[src/rtl/pong_engine.sv]
// Pong game engine: game FSM, paddle and ball motion, scoring, and
// combinational paddle/ball rendering from the registered positions.
module pong_engine #(
    parameter int H_RES        = 640,
    parameter int V_RES        = 480,
    parameter int BALL_SIZE    = 8,
    parameter int PAD_LEN      = 108,
    parameter int PAD_W        = 6,
    parameter int PAD_V        = 4,
    parameter int PAD_L_X      = 40,
    parameter int PAD_R_X      = 600,
    parameter int BALL_V       = 3,
    parameter int SCORE_W      = 4,
    parameter int WIN_SCORE    = 9,
    parameter int SERVE_FRAMES = 60
) (
    input  logic               clk,
    input  logic               reset,
    input  logic [9:0]         pix_x,
    input  logic [9:0]         pix_y,
    input  logic [1:0]         btn_l,
    input  logic [1:0]         btn_r,
    input  logic               start,
    output logic               graph_on,
    output logic [2:0]         graph_rgb,
    output logic [SCORE_W-1:0] score_l,
    output logic [SCORE_W-1:0] score_r,
    output logic [1:0]         winner,
    output logic               hit_l,
    output logic               hit_r,
    output logic               miss,
    output logic [1:0]         state
);
    typedef enum logic [1:0] {
        S_IDLE  = 2'b00,
        S_SERVE = 2'b01,
        S_PLAY  = 2'b10,
        S_OVER  = 2'b11
    } state_t;

    localparam int CNT_W = $clog2(SERVE_FRAMES + 1);

    localparam logic [9:0] BALL_X0   = 10'(H_RES / 2 - BALL_SIZE / 2);
    localparam logic [9:0] BALL_Y0   = 10'(V_RES / 2 - BALL_SIZE / 2);
    localparam logic [9:0] PAD_Y0    = 10'(V_RES / 2 - PAD_LEN / 2);
    localparam logic [9:0] PAD_MAX   = 10'(V_RES - PAD_LEN);
    localparam logic [9:0] BALL_YMAX = 10'(V_RES - BALL_SIZE);
    localparam logic [9:0] BALL_XL   = 10'(PAD_L_X + PAD_W);
    localparam logic [9:0] BALL_XR   = 10'(PAD_R_X - BALL_SIZE);
    localparam logic [9:0] STEP_B    = 10'(BALL_V);
    localparam logic [9:0] STEP_P    = 10'(PAD_V);

    // 11-bit operands so edge sums near the screen limits never wrap
    localparam logic [10:0] W_BV     = 11'(BALL_V);
    localparam logic [10:0] W_BS     = 11'(BALL_SIZE);
    localparam logic [10:0] W_LE     = 11'(PAD_L_X + PAD_W);
    localparam logic [10:0] W_PLX    = 11'(PAD_L_X);
    localparam logic [10:0] W_PRX    = 11'(PAD_R_X);
    localparam logic [10:0] W_PW     = 11'(PAD_W);
    localparam logic [10:0] W_PL     = 11'(PAD_LEN);
    localparam logic [10:0] W_H      = 11'(H_RES);
    localparam logic [10:0] W_V      = 11'(V_RES);
    localparam logic [10:0] W_TICK_Y = 11'(V_RES + 1);

    localparam logic [CNT_W-1:0]   SERVE_LOAD = CNT_W'(SERVE_FRAMES);
    localparam logic [CNT_W-1:0]   CNT_ONE    = CNT_W'(1);
    localparam logic [SCORE_W-1:0] WIN_VAL    = SCORE_W'(WIN_SCORE);
    localparam logic [SCORE_W-1:0] SCORE_ONE  = SCORE_W'(1);

    state_t             state_q, state_d;
    logic [9:0]         ball_x_q, ball_x_d, ball_y_q, ball_y_d;
    logic [9:0]         pad_l_q, pad_l_d, pad_r_q, pad_r_d;
    logic               dir_x_q, dir_x_d;   // 1 = moving right
    logic               dir_y_q, dir_y_d;   // 1 = moving down
    logic [CNT_W-1:0]   cnt_q, cnt_d;
    logic [SCORE_W-1:0] score_l_q, score_l_d, score_r_q, score_r_d;
    logic [1:0]         winner_q, winner_d;
    logic               hit_l_q, hit_l_d, hit_r_q, hit_r_d, miss_q, miss_d;

    logic               tick;
    logic [10:0]        bx, by, pl, pr, px, py;
    logic               ovl_l, ovl_r, hit_l_c, hit_r_c, miss_lo, miss_hi;
    logic [SCORE_W-1:0] score_l_inc, score_r_inc;
    logic               pad_on, ball_on;

    // Paddle step with clamping; both or neither button means no move
    function automatic logic [9:0] pad_step(input logic [9:0] top, input logic [1:0] btn);
        logic [9:0] nxt;
        nxt = top;
        if (btn == 2'b01)
            nxt = (top < STEP_P) ? 10'd0 : top - STEP_P;
        else if (btn == 2'b10)
            nxt = ({1'b0, top} + {1'b0, STEP_P} > {1'b0, PAD_MAX}) ? PAD_MAX : top + STEP_P;
        return nxt;
    endfunction

    assign tick = (pix_x == 10'd0) && ({1'b0, pix_y} == W_TICK_Y);
    assign bx   = {1'b0, ball_x_q};
    assign by   = {1'b0, ball_y_q};
    assign pl   = {1'b0, pad_l_q};
    assign pr   = {1'b0, pad_r_q};
    assign px   = {1'b0, pix_x};
    assign py   = {1'b0, pix_y};

    assign ovl_l   = (by + W_BS > pl) && (by < pl + W_PL);
    assign ovl_r   = (by + W_BS > pr) && (by < pr + W_PL);
    assign hit_l_c = !dir_x_q && (bx >= W_LE) && (bx < W_LE + W_BV) && ovl_l;
    assign hit_r_c = dir_x_q && (bx + W_BS <= W_PRX) && (bx + W_BS + W_BV > W_PRX) && ovl_r;
    assign miss_lo = !dir_x_q && (bx < W_BV);                // out on the left: right scores
    assign miss_hi = dir_x_q && (bx + W_BS + W_BV > W_H);    // out on the right: left scores

    assign score_l_inc = score_l_q + SCORE_ONE;
    assign score_r_inc = score_r_q + SCORE_ONE;

    // Game FSM next state, motion, scoring and event pulses
    always_comb begin
        state_d   = state_q;
        ball_x_d  = ball_x_q;
        ball_y_d  = ball_y_q;
        pad_l_d   = pad_l_q;
        pad_r_d   = pad_r_q;
        dir_x_d   = dir_x_q;
        dir_y_d   = dir_y_q;
        cnt_d     = cnt_q;
        score_l_d = score_l_q;
        score_r_d = score_r_q;
        winner_d  = winner_q;
        hit_l_d   = 1'b0;
        hit_r_d   = 1'b0;
        miss_d    = 1'b0;
        unique case (state_q)
            S_IDLE: begin
                ball_x_d = BALL_X0;
                ball_y_d = BALL_Y0;
                pad_l_d  = PAD_Y0;
                pad_r_d  = PAD_Y0;
                dir_x_d  = 1'b1;
                dir_y_d  = 1'b1;
                if (start) begin
                    state_d   = S_SERVE;
                    score_l_d = '0;
                    score_r_d = '0;
                    winner_d  = 2'b00;
                    cnt_d     = SERVE_LOAD;
                end
            end
            S_SERVE: begin
                ball_x_d = BALL_X0;
                ball_y_d = BALL_Y0;
                if (tick) begin
                    pad_l_d = pad_step(pad_l_q, btn_l);
                    pad_r_d = pad_step(pad_r_q, btn_r);
                    cnt_d   = cnt_q - CNT_ONE;
                    if (cnt_q == CNT_ONE)
                        state_d = S_PLAY;
                end
            end
            S_PLAY: begin
                if (tick) begin
                    pad_l_d = pad_step(pad_l_q, btn_l);
                    pad_r_d = pad_step(pad_r_q, btn_r);
                    if (!dir_y_q && ball_y_q < STEP_B) begin
                        ball_y_d = 10'd0;
                        dir_y_d  = 1'b1;
                    end else if (dir_y_q && by + W_BS + W_BV > W_V) begin
                        ball_y_d = BALL_YMAX;
                        dir_y_d  = 1'b0;
                    end else if (dir_y_q) begin
                        ball_y_d = ball_y_q + STEP_B;
                    end else begin
                        ball_y_d = ball_y_q - STEP_B;
                    end
                    if (hit_l_c) begin
                        ball_x_d = BALL_XL;
                        dir_x_d  = 1'b1;
                        hit_l_d  = 1'b1;
                    end else if (hit_r_c) begin
                        ball_x_d = BALL_XR;
                        dir_x_d  = 1'b0;
                        hit_r_d  = 1'b1;
                    end else if (miss_lo || miss_hi) begin
                        // Re-serve toward the player who missed, vertical direction flipped
                        miss_d   = 1'b1;
                        ball_x_d = BALL_X0;
                        ball_y_d = BALL_Y0;
                        cnt_d    = SERVE_LOAD;
                        dir_y_d  = !dir_y_q;
                        state_d  = S_SERVE;
                        if (miss_hi) begin
                            score_l_d = score_l_inc;
                            dir_x_d   = 1'b1;
                            if (score_l_inc == WIN_VAL) begin
                                state_d  = S_OVER;
                                winner_d = 2'b01;
                            end
                        end else begin
                            score_r_d = score_r_inc;
                            dir_x_d   = 1'b0;
                            if (score_r_inc == WIN_VAL) begin
                                state_d  = S_OVER;
                                winner_d = 2'b10;
                            end
                        end
                    end else if (dir_x_q) begin
                        ball_x_d = ball_x_q + STEP_B;
                    end else begin
                        ball_x_d = ball_x_q - STEP_B;
                    end
                end
            end
            S_OVER: begin
                if (start) begin
                    state_d  = S_IDLE;
                    ball_x_d = BALL_X0;
                    ball_y_d = BALL_Y0;
                    pad_l_d  = PAD_Y0;
                    pad_r_d  = PAD_Y0;
                    dir_x_d  = 1'b1;
                    dir_y_d  = 1'b1;
                end
            end
        endcase
    end

    // State register with synchronous reset
    always_ff @(posedge clk) begin
        if (reset) begin
            state_q   <= S_IDLE;
            ball_x_q  <= BALL_X0;
            ball_y_q  <= BALL_Y0;
            pad_l_q   <= PAD_Y0;
            pad_r_q   <= PAD_Y0;
            dir_x_q   <= 1'b1;
            dir_y_q   <= 1'b1;
            cnt_q     <= '0;
            score_l_q <= '0;
            score_r_q <= '0;
            winner_q  <= 2'b00;
            hit_l_q   <= 1'b0;
            hit_r_q   <= 1'b0;
            miss_q    <= 1'b0;
        end else begin
            state_q   <= state_d;
            ball_x_q  <= ball_x_d;
            ball_y_q  <= ball_y_d;
            pad_l_q   <= pad_l_d;
            pad_r_q   <= pad_r_d;
            dir_x_q   <= dir_x_d;
            dir_y_q   <= dir_y_d;
            cnt_q     <= cnt_d;
            score_l_q <= score_l_d;
            score_r_q <= score_r_d;
            winner_q  <= winner_d;
            hit_l_q   <= hit_l_d;
            hit_r_q   <= hit_r_d;
            miss_q    <= miss_d;
        end
    end

    // Pixel rendering: paddles always drawn, ball only while in play; paddle wins overlaps
    always_comb begin
        pad_on = ((px >= W_PLX) && (px < W_PLX + W_PW) && (py >= pl) && (py < pl + W_PL)) ||
                 ((px >= W_PRX) && (px < W_PRX + W_PW) && (py >= pr) && (py < pr + W_PL));
        ball_on = ((state_q == S_SERVE) || (state_q == S_PLAY)) &&
                  (px >= bx) && (px < bx + W_BS) && (py >= by) && (py < by + W_BS);
        graph_rgb = 3'b000;
        if (pad_on)
            graph_rgb = 3'b101;
        else if (ball_on)
            graph_rgb = 3'b100;
    end

    assign graph_on = pad_on | ball_on;
    assign score_l  = score_l_q;
    assign score_r  = score_r_q;
    assign winner   = winner_q;
    assign hit_l    = hit_l_q;
    assign hit_r    = hit_r_q;
    assign miss     = miss_q;
    assign state    = state_q;

endmodule

[config.mk]
export PLATFORM = sky130hd
export DESIGN_NAME = pong_engine
export DESIGN_NICKNAME = d
export VERILOG_FILES = /design/src/rtl/pong_engine.sv
export SDC_FILE = /design/constraint.sdc
export NUM_CORES = 1
export LEC_CHECK = 0
export ABC_AREA = 1
export CORE_MARGIN = 2
export CORE_UTILIZATION = 30
export DETAILED_ROUTE_END_ITERATION = 16
export PLACE_DENSITY = 0.54
export SLEW_MARGIN = 20
export SYNTH_ARGS = -nofsm -noshare
export SYNTH_HDL_FRONTEND = slang
export SYNTH_SLANG_ARGS = --single-unit
[constraint.sdc]
create_clock -name clk -period 4.2 [get_ports clk]
set_input_delay 1.05 -clock clk [delete_from_list [all_inputs] [get_ports clk]]
set_output_delay 1.05 -clock clk [all_outputs]
set_load 0.02 [all_outputs]
==> impl_metrics.ini, run 1 <==
[worst_hold_path]
hold_path.class = reg -> reg
holdPathStages = 2

[detailed_routing]
drtIter0Drc = 649
drtPass1Iterations = 5
remaining_drc_errors = 0
wl_per_cell_um = 15.0
avgViaCountPerCell = 4.97
num_vias = 8575
ant_nets = 0
drt_wl_total_mm = 25.9

[placed_design]
dpl.hpwl_mm = 21.6
pre_cts_ws_ns = -0.634
place.gp.congestion = 0.876
place_inst = 1708
io_buffers = 44
placed_cell_area_sq_um = 9520

[finish]
fin_area_sq_um = 9990
drive_gt1_share_pct = 14.0
area_growth_pct = 24.4
fillers = 2809
nNetsFinal = 1545
num_antenna_cells = 0
layout.cells.non_filler = 1724

[run]
maxCapViolCount = 0

[logic_synthesis]
async_reset_ff_share_pct = 0
postSynthAreaPerCell_sq_um = 6.42
syn_nets = 1412
synthTopCellsByCount = nand2_1, inv_1, ha_1
yosysUniqueCellTypes = 54
synth-edff-count = 0
synth-seq-cells = 61
synth_most_common_cell = nand2_1
ys_top_cells_by_area = ha_1, dfxtp_1, nand2_1, inv_1, nor2_1
syn_inst = 1251
synth-seq-area-share_pct = 15.2
synth_top_area_share_pct = 20.9
synth.cell_area_sq_um = 8030
ys.flop_type = dfxtp_1
synth_top_area_cell = ha_1
yosysWarnings = 0

[clocking]
clk_pin_slew_ns = 0.05
cts_tree = yes
clock-sinks = 61
numCtsBuffers = 9
clock_path_buffers = 2
clk_latency_ns = 0.35
postCtsHoldBufs = 0
post-cts-setup-buffer-count = 0
h-tree-depth = 3
cts_root_buf = clkbuf_16

[status]
status = completed

[global_routing]
track_usage_pct = 18.4
grt_pass1_wl_mm = 41.5
grt_max_degree = 29
grt_pass1_vias = 8078
gr-total-overflow = 0
antenna_found_initial = 0

[die]
core-area_sq_um = 26200
boundaryPins = 46
rows = 59
die_x_um = 168
die_y_um = 168
dieArea_sq_um = 28100
initial_core_util_pct = 30.6

[timing]
drv_slew = 0
setup_ws_ns = 0.0861
hold_viol_final = 0
worstMarginPinSlew_ns = 0.757
post-route-period-util_pct = 97.9
post-route-min-period_ns = 4.11
setup_viol = 0
fin_skew_ns = 0.0141
slew_headroom_pct = 49.5
fin_worst_hold_slack_ns = 0.479
fmax_ghz = 0.243

[critical_path]
crit_type = in -> out
r2r_cells = 18
start_kind = input pin
crit_arrival_ns = 3.06
cp_max_fo = 2
cp-end-kind = primary output
cp_data_required_time_ns = 3.15

[power]
ir_drop_mv = 0.219
pwr_density_cell_nw_per_um2 = 428
cellLeakagePower_nw = 5.00
per-stage QoR:
| stage | utilization (%) | power (mW) | TNS (ns) |
|---|---|---|---|
| after floorplan | - | 2.46 | 0 |
| final | 38.1 | 4.27 | 0 |
| after detailed placement | 36.3 | 3.32 | -1.79 |
| after global placement | 36.3 | 3.30 | -1.91 |
| after global routing | 38.1 | 4.65 | -0.00544 |
| after CTS | 37.8 | 4.26 | 0 |
where the power goes:
group          switching, mW  internal [mW]
registers              0.123          0.674
logic                   1.55           1.02
clock network          0.291          0.613
worst max-delay path: stages:
cell and delay [ns]:
clkdlybuf4s50_1 0.45, ha_1 0.33, a21oi_1 0.14, inv_1 0.08, a21oi_2 0.17, o31ai_4 0.10
buf_4 0.14, nor3_4 0.22, o21ai_2 0.09, o221ai_2 0.09, buf_4 0.19
logic make-up (layout without fill, tap and decap cells):
group	after synthesis	count (layout)	share of synthesized area, %
adders and majority gates	134	134	20.9
DFF	61	61	15.2
other	1	1	0.0467
AOI/OAI and AO/OA	216	216	15.4
and+or+nand+nor	603	603	33.5
xor gates and xnor gates	46	46	5.11
buffers and inverters	190	328	9.80
final timing paths:
check,startpoint,end,slack [ns]
min reg2reg,pad_l_q[1],pad_l_q[1],0.48
min,pad_l_q[1],pad_l_q[1],0.48
max reg2reg,ball_y_q[4],ball_x_q[3],0.69
max,pix_x[1],graph_on,0.09
per-layer routing:
metal / track usage [%] / vias up / share of wire [%]
met5: 0 / - / 0
met4: 4.80 / 0 / 1.9
met3: 2.17 / 34 / 3.3
met2: 31.9 / 178 / 47
met1: 24.2 / 3912 / 48
li1: - / 4451 / -
cell type report:
| type | count | area, sq um | area share (%) |
|---|---|---|---|
| Multi-Input combinational cell | 1000 | 6130 | 61.3 |
| Timing Repair Buffer | 153 | 1260 | 12.7 |
| Sequential cell | 61 | 1220 | 12.2 |
| Inverter | 159 | 598 | 5.99 |
| Tap cell | 335 | 419 | 4.20 |
| Clock buffer | 11 | 253 | 2.53 |
| Clock inverter | 5 | 106 | 1.06 |
layout by cell type (no fill, tap or decap), types with 5 or more instances in the layout:
cell type / Yosys / routed
nand3b_1: 7 / 7
a31oi_1: 10 / 9
buf_4: 6 / 110
or2_2: 8 / 8
a21o_1: 6 / 6
o21ai_0: 72 / 64
nand2_2: 8 / 8
nor3_1: 27 / 24
xor2_1: 42 / 42
a21oi_1: 76 / 73
nand3_1: 82 / 82
o21ai_1: 4 / 11
clkbuf_16: 0 / 9
inv_1: 150 / 150
nor2_1: 120 / 117
nor2_2: 8 / 11
o211ai_1: 17 / 17
o22ai_1: 7 / 7
dlymetal6s2s_1: 0 / 6
ha_1: 134 / 132
dfxtp_1: 61 / 61
inv_2: 5 / 5
nand2_1: 294 / 294
clkdlybuf4s50_1: 0 / 28
dlygate4sd2_1: 0 / 7
nand4_1: 29 / 29
flip-flops by register name (all words and copies together), names as in the netlist:
register  count
state         2
pad_l_q       9
ball_x_q     10
dir_x_q       1
ball_y_q     10
score_r       4
hit_r         1
dir_y_q       1
miss          1
score_l       4
cnt_q         6
hit_l         1
pad_r_q       9
winner        2
what timing repair did:
item,CTS,global route
endpoints found under the hold margin,0,0
resized for setup,36,27
cloned,0,0
setup endpoints to repair,3,3
pin swaps,7,11
Power figures use the tool's default switching activity.
==> inputs of run 2 (changes only) <==
- TNS_END_PERCENT: default -> 30
==> results of run 2 <==
Final layout, timing and power as in run 1 (identical DEF).
==> inputs of run 3 (changes only) <==
- ABC_AREA: 1 -> default
- HOLD_SLACK_MARGIN: default -> 0.1
- SLEW_MARGIN: 20 -> default
==> impl_metrics.ini, run 3 <==
[timing]
setup_viol = 3
fin_worst_hold_slack_ns = 0.486
slew_headroom_pct = 43.6
rsz0062_at_grt = true
setup_ws_ns = -0.184
hold_viol_final = 0
fmax_ghz = 0.228
post-route-min-period_ns = 4.38
worstMarginPinSlew_ns = 0.843
fin_skew_ns = 0.00824
drv_slew = 0
post-route-period-util_pct = 104

[logic_synthesis]
synth-edff-count = 0
synth-seq-cells = 61
async_reset_ff_share_pct = 0
yosysUniqueCellTypes = 82
ys_top_cells_by_area = ha_1, dfxtp_1, a21oi_1, o21ai_0, nand2_1
yosysWarnings = 0
syn_nets = 1236
synth_top_area_share_pct = 21.2
synth.cell_area_sq_um = 7920
synthTopCellsByCount = ha_1, nand2_1, a21oi_1, o21ai_0, nor2_1
synth_top_area_cell = ha_1
synth_most_common_cell = ha_1
ys.flop_type = dfxtp_1
syn_inst = 1075
postSynthAreaPerCell_sq_um = 7.37
synth-seq-area-share_pct = 15.4

[clocking]
clk_pin_slew_ns = 0.06
postCtsHoldBufs = 0
clock_path_buffers = 2
clock-sinks = 61
numCtsBuffers = 9
h-tree-depth = 3
cts_tree = yes
clk_latency_ns = 0.35
cts_root_buf = clkbuf_16

[critical_path]
crit_type = in -> out
r2r_cells = 16
start_kind = input pin
crit_arrival_ns = 3.33
rrSetupSlack_ns = 0.29
cp_data_required_time_ns = 3.15
cp_max_fo = 2
reg2reg_to = score_l[2]
cp-end-kind = primary output
reg2reg_from = ball_y_q[4]

[power]
ir_drop_mv = 0.175
p_clk_share_pct = 21.2
pwr_density_cell_nw_per_um2 = 400
p_comb_share_pct = 60.2
internal_power_mw = 2.26
switchingPower_mw = 1.75
cellLeakagePower_nw = 4.20
seq_power_share_pct = 18.5
total_power_mw = 4.01
p_sw_share_pct = 43.7

[placed_design]
pre_cts_ws_ns = -1.17
io_buffers = 44
dpl.hpwl_mm = 21.2
place.gp.congestion = 0.902
placed_cell_area_sq_um = 9490
place_inst = 1527

[global_routing]
antenna_found_initial = 0
grt_pass1_wl_mm = 43.2
track_usage_pct = 19.2
grt_pass1_vias = 8115
grt_max_degree = 31
gr-total-overflow = 0

[die]
die_y_um = 166
die_x_um = 166
boundaryPins = 46
rows = 59
dieArea_sq_um = 27700
initial_core_util_pct = 30.5
core-area_sq_um = 26000

[detailed_routing]
remaining_drc_errors = 0
drtIter0Drc = 646
drtPass1Iterations = 6
drt_wl_total_mm = 27.0
num_vias = 8441
avgViaCountPerCell = 5.47
wl_per_cell_um = 17.5
ant_nets = 0

[finish]
layout.cells.most_common_list = ha_1, buf_4, nand2_1
area_growth_pct = 26.6
num_antenna_cells = 0
top_regs = ball_x_q x10, ball_y_q x10
fillers = 2675
fin_area_sq_um = 10000
layout.cells.non_filler = 1544
nNetsFinal = 1365
drive_gt1_share_pct = 17.1

[status]
violations = negative setup slack
status = finished, violations left

[worst_hold_path]
hold_path.class = reg -> reg
min_from = cnt_q[3]
hold_path_end = cnt_q[3]
holdPathStages = 2

[run]
maxCapViolCount = 0
## run 3: what timing repair did
item / CTS / global route
setup buffers: 0 / 1
pin swaps: 13 / 21
setup endpoints to repair: 6 / 31
gates resized for setup: 45 / 36
## run 3: worst max-delay path, stage by stage
cell and delay (ns):
buf_6 0.10, ha_4 0.21, o21a_1 0.17, o21a_1 0.17, o21a_1 0.16, o21a_1 0.18
o21ai_2 0.12, a21oi_2 0.07, a2111oi_2 0.23, buf_4 0.17, nor4_1 0.04, a32o_2 0.27
a41o_2 0.27, buf_6 0.14
## run 3: kinds of logic after synthesis
family / share of synthesized area [%]
other cells: 0.0473
xor+xnor: 4.06
buf+inv: 6.46
fa+ha+maj: 21.2
flops: 15.4
simple gates: 24.6
compound gates: 27.3
mux: 0.916
## run 3: layout make-up
class | count | area, sq um | area share, %
Clock buffer | 11 | 243 | 2.42
Clock inverter | 5 | 82.6 | 0.824
Timing Repair Buffer | 173 | 1410 | 14.1
Inverter | 71 | 267 | 2.66
Tap cell | 335 | 419 | 4.18
Sequential cell | 61 | 1220 | 12.2
Multi-Input combinational cell | 888 | 6380 | 63.6
## run 3: layer usage
| layer | routed length, um | global-route usage [%] | part of all wire [%] |
|---|---|---|---|
| met5 | 0 | 0 | 0 |
| met4 | 744 | 6.63 | 2.8 |
| met3 | 1380 | 2.78 | 5.1 |
| met2 | 12100 | 31.4 | 45 |
| met1 | 12700 | 25.8 | 47 |
## run 3: worst max-delay path by stage
stage                         from      endpoint  slack, ns  cells after the start
after floorplan           pix_y[1]  graph_rgb[2]       0.01                     12
after global placement    pix_y[1]  graph_rgb[2]      -1.14                     14
after detailed placement  pix_y[1]  graph_rgb[2]      -1.17                     14
after CTS                 pix_y[1]  graph_rgb[2]      -0.27                     14
after global routing      pix_y[1]  graph_rgb[2]      -0.25                     14
final                     pix_y[1]  graph_rgb[2]      -0.18                     14
## run 3: through the flow
stage / util (%) / setup TNS, ns
6_report: 38.6 / -0.506
2_1_floorplan: - / 0
5_1_grt: 38.6 / -0.698
3_3_place_gp: 36.5 / -3.46
3_5_place_dp: 36.5 / -3.48
4_1_cts: 38.0 / -0.669
## run 3: power groups by stage
stage          registers, mW  logic, mW  clock network, mW
6_report               0.744       2.42              0.850
5_1_grt                0.756       2.71              0.890
4_1_cts                0.740       2.34              0.866
3_5_place_dp           0.752       2.30                  0
3_3_place_gp           0.750       2.28                  0
2_1_floorplan          0.747       1.50                  0
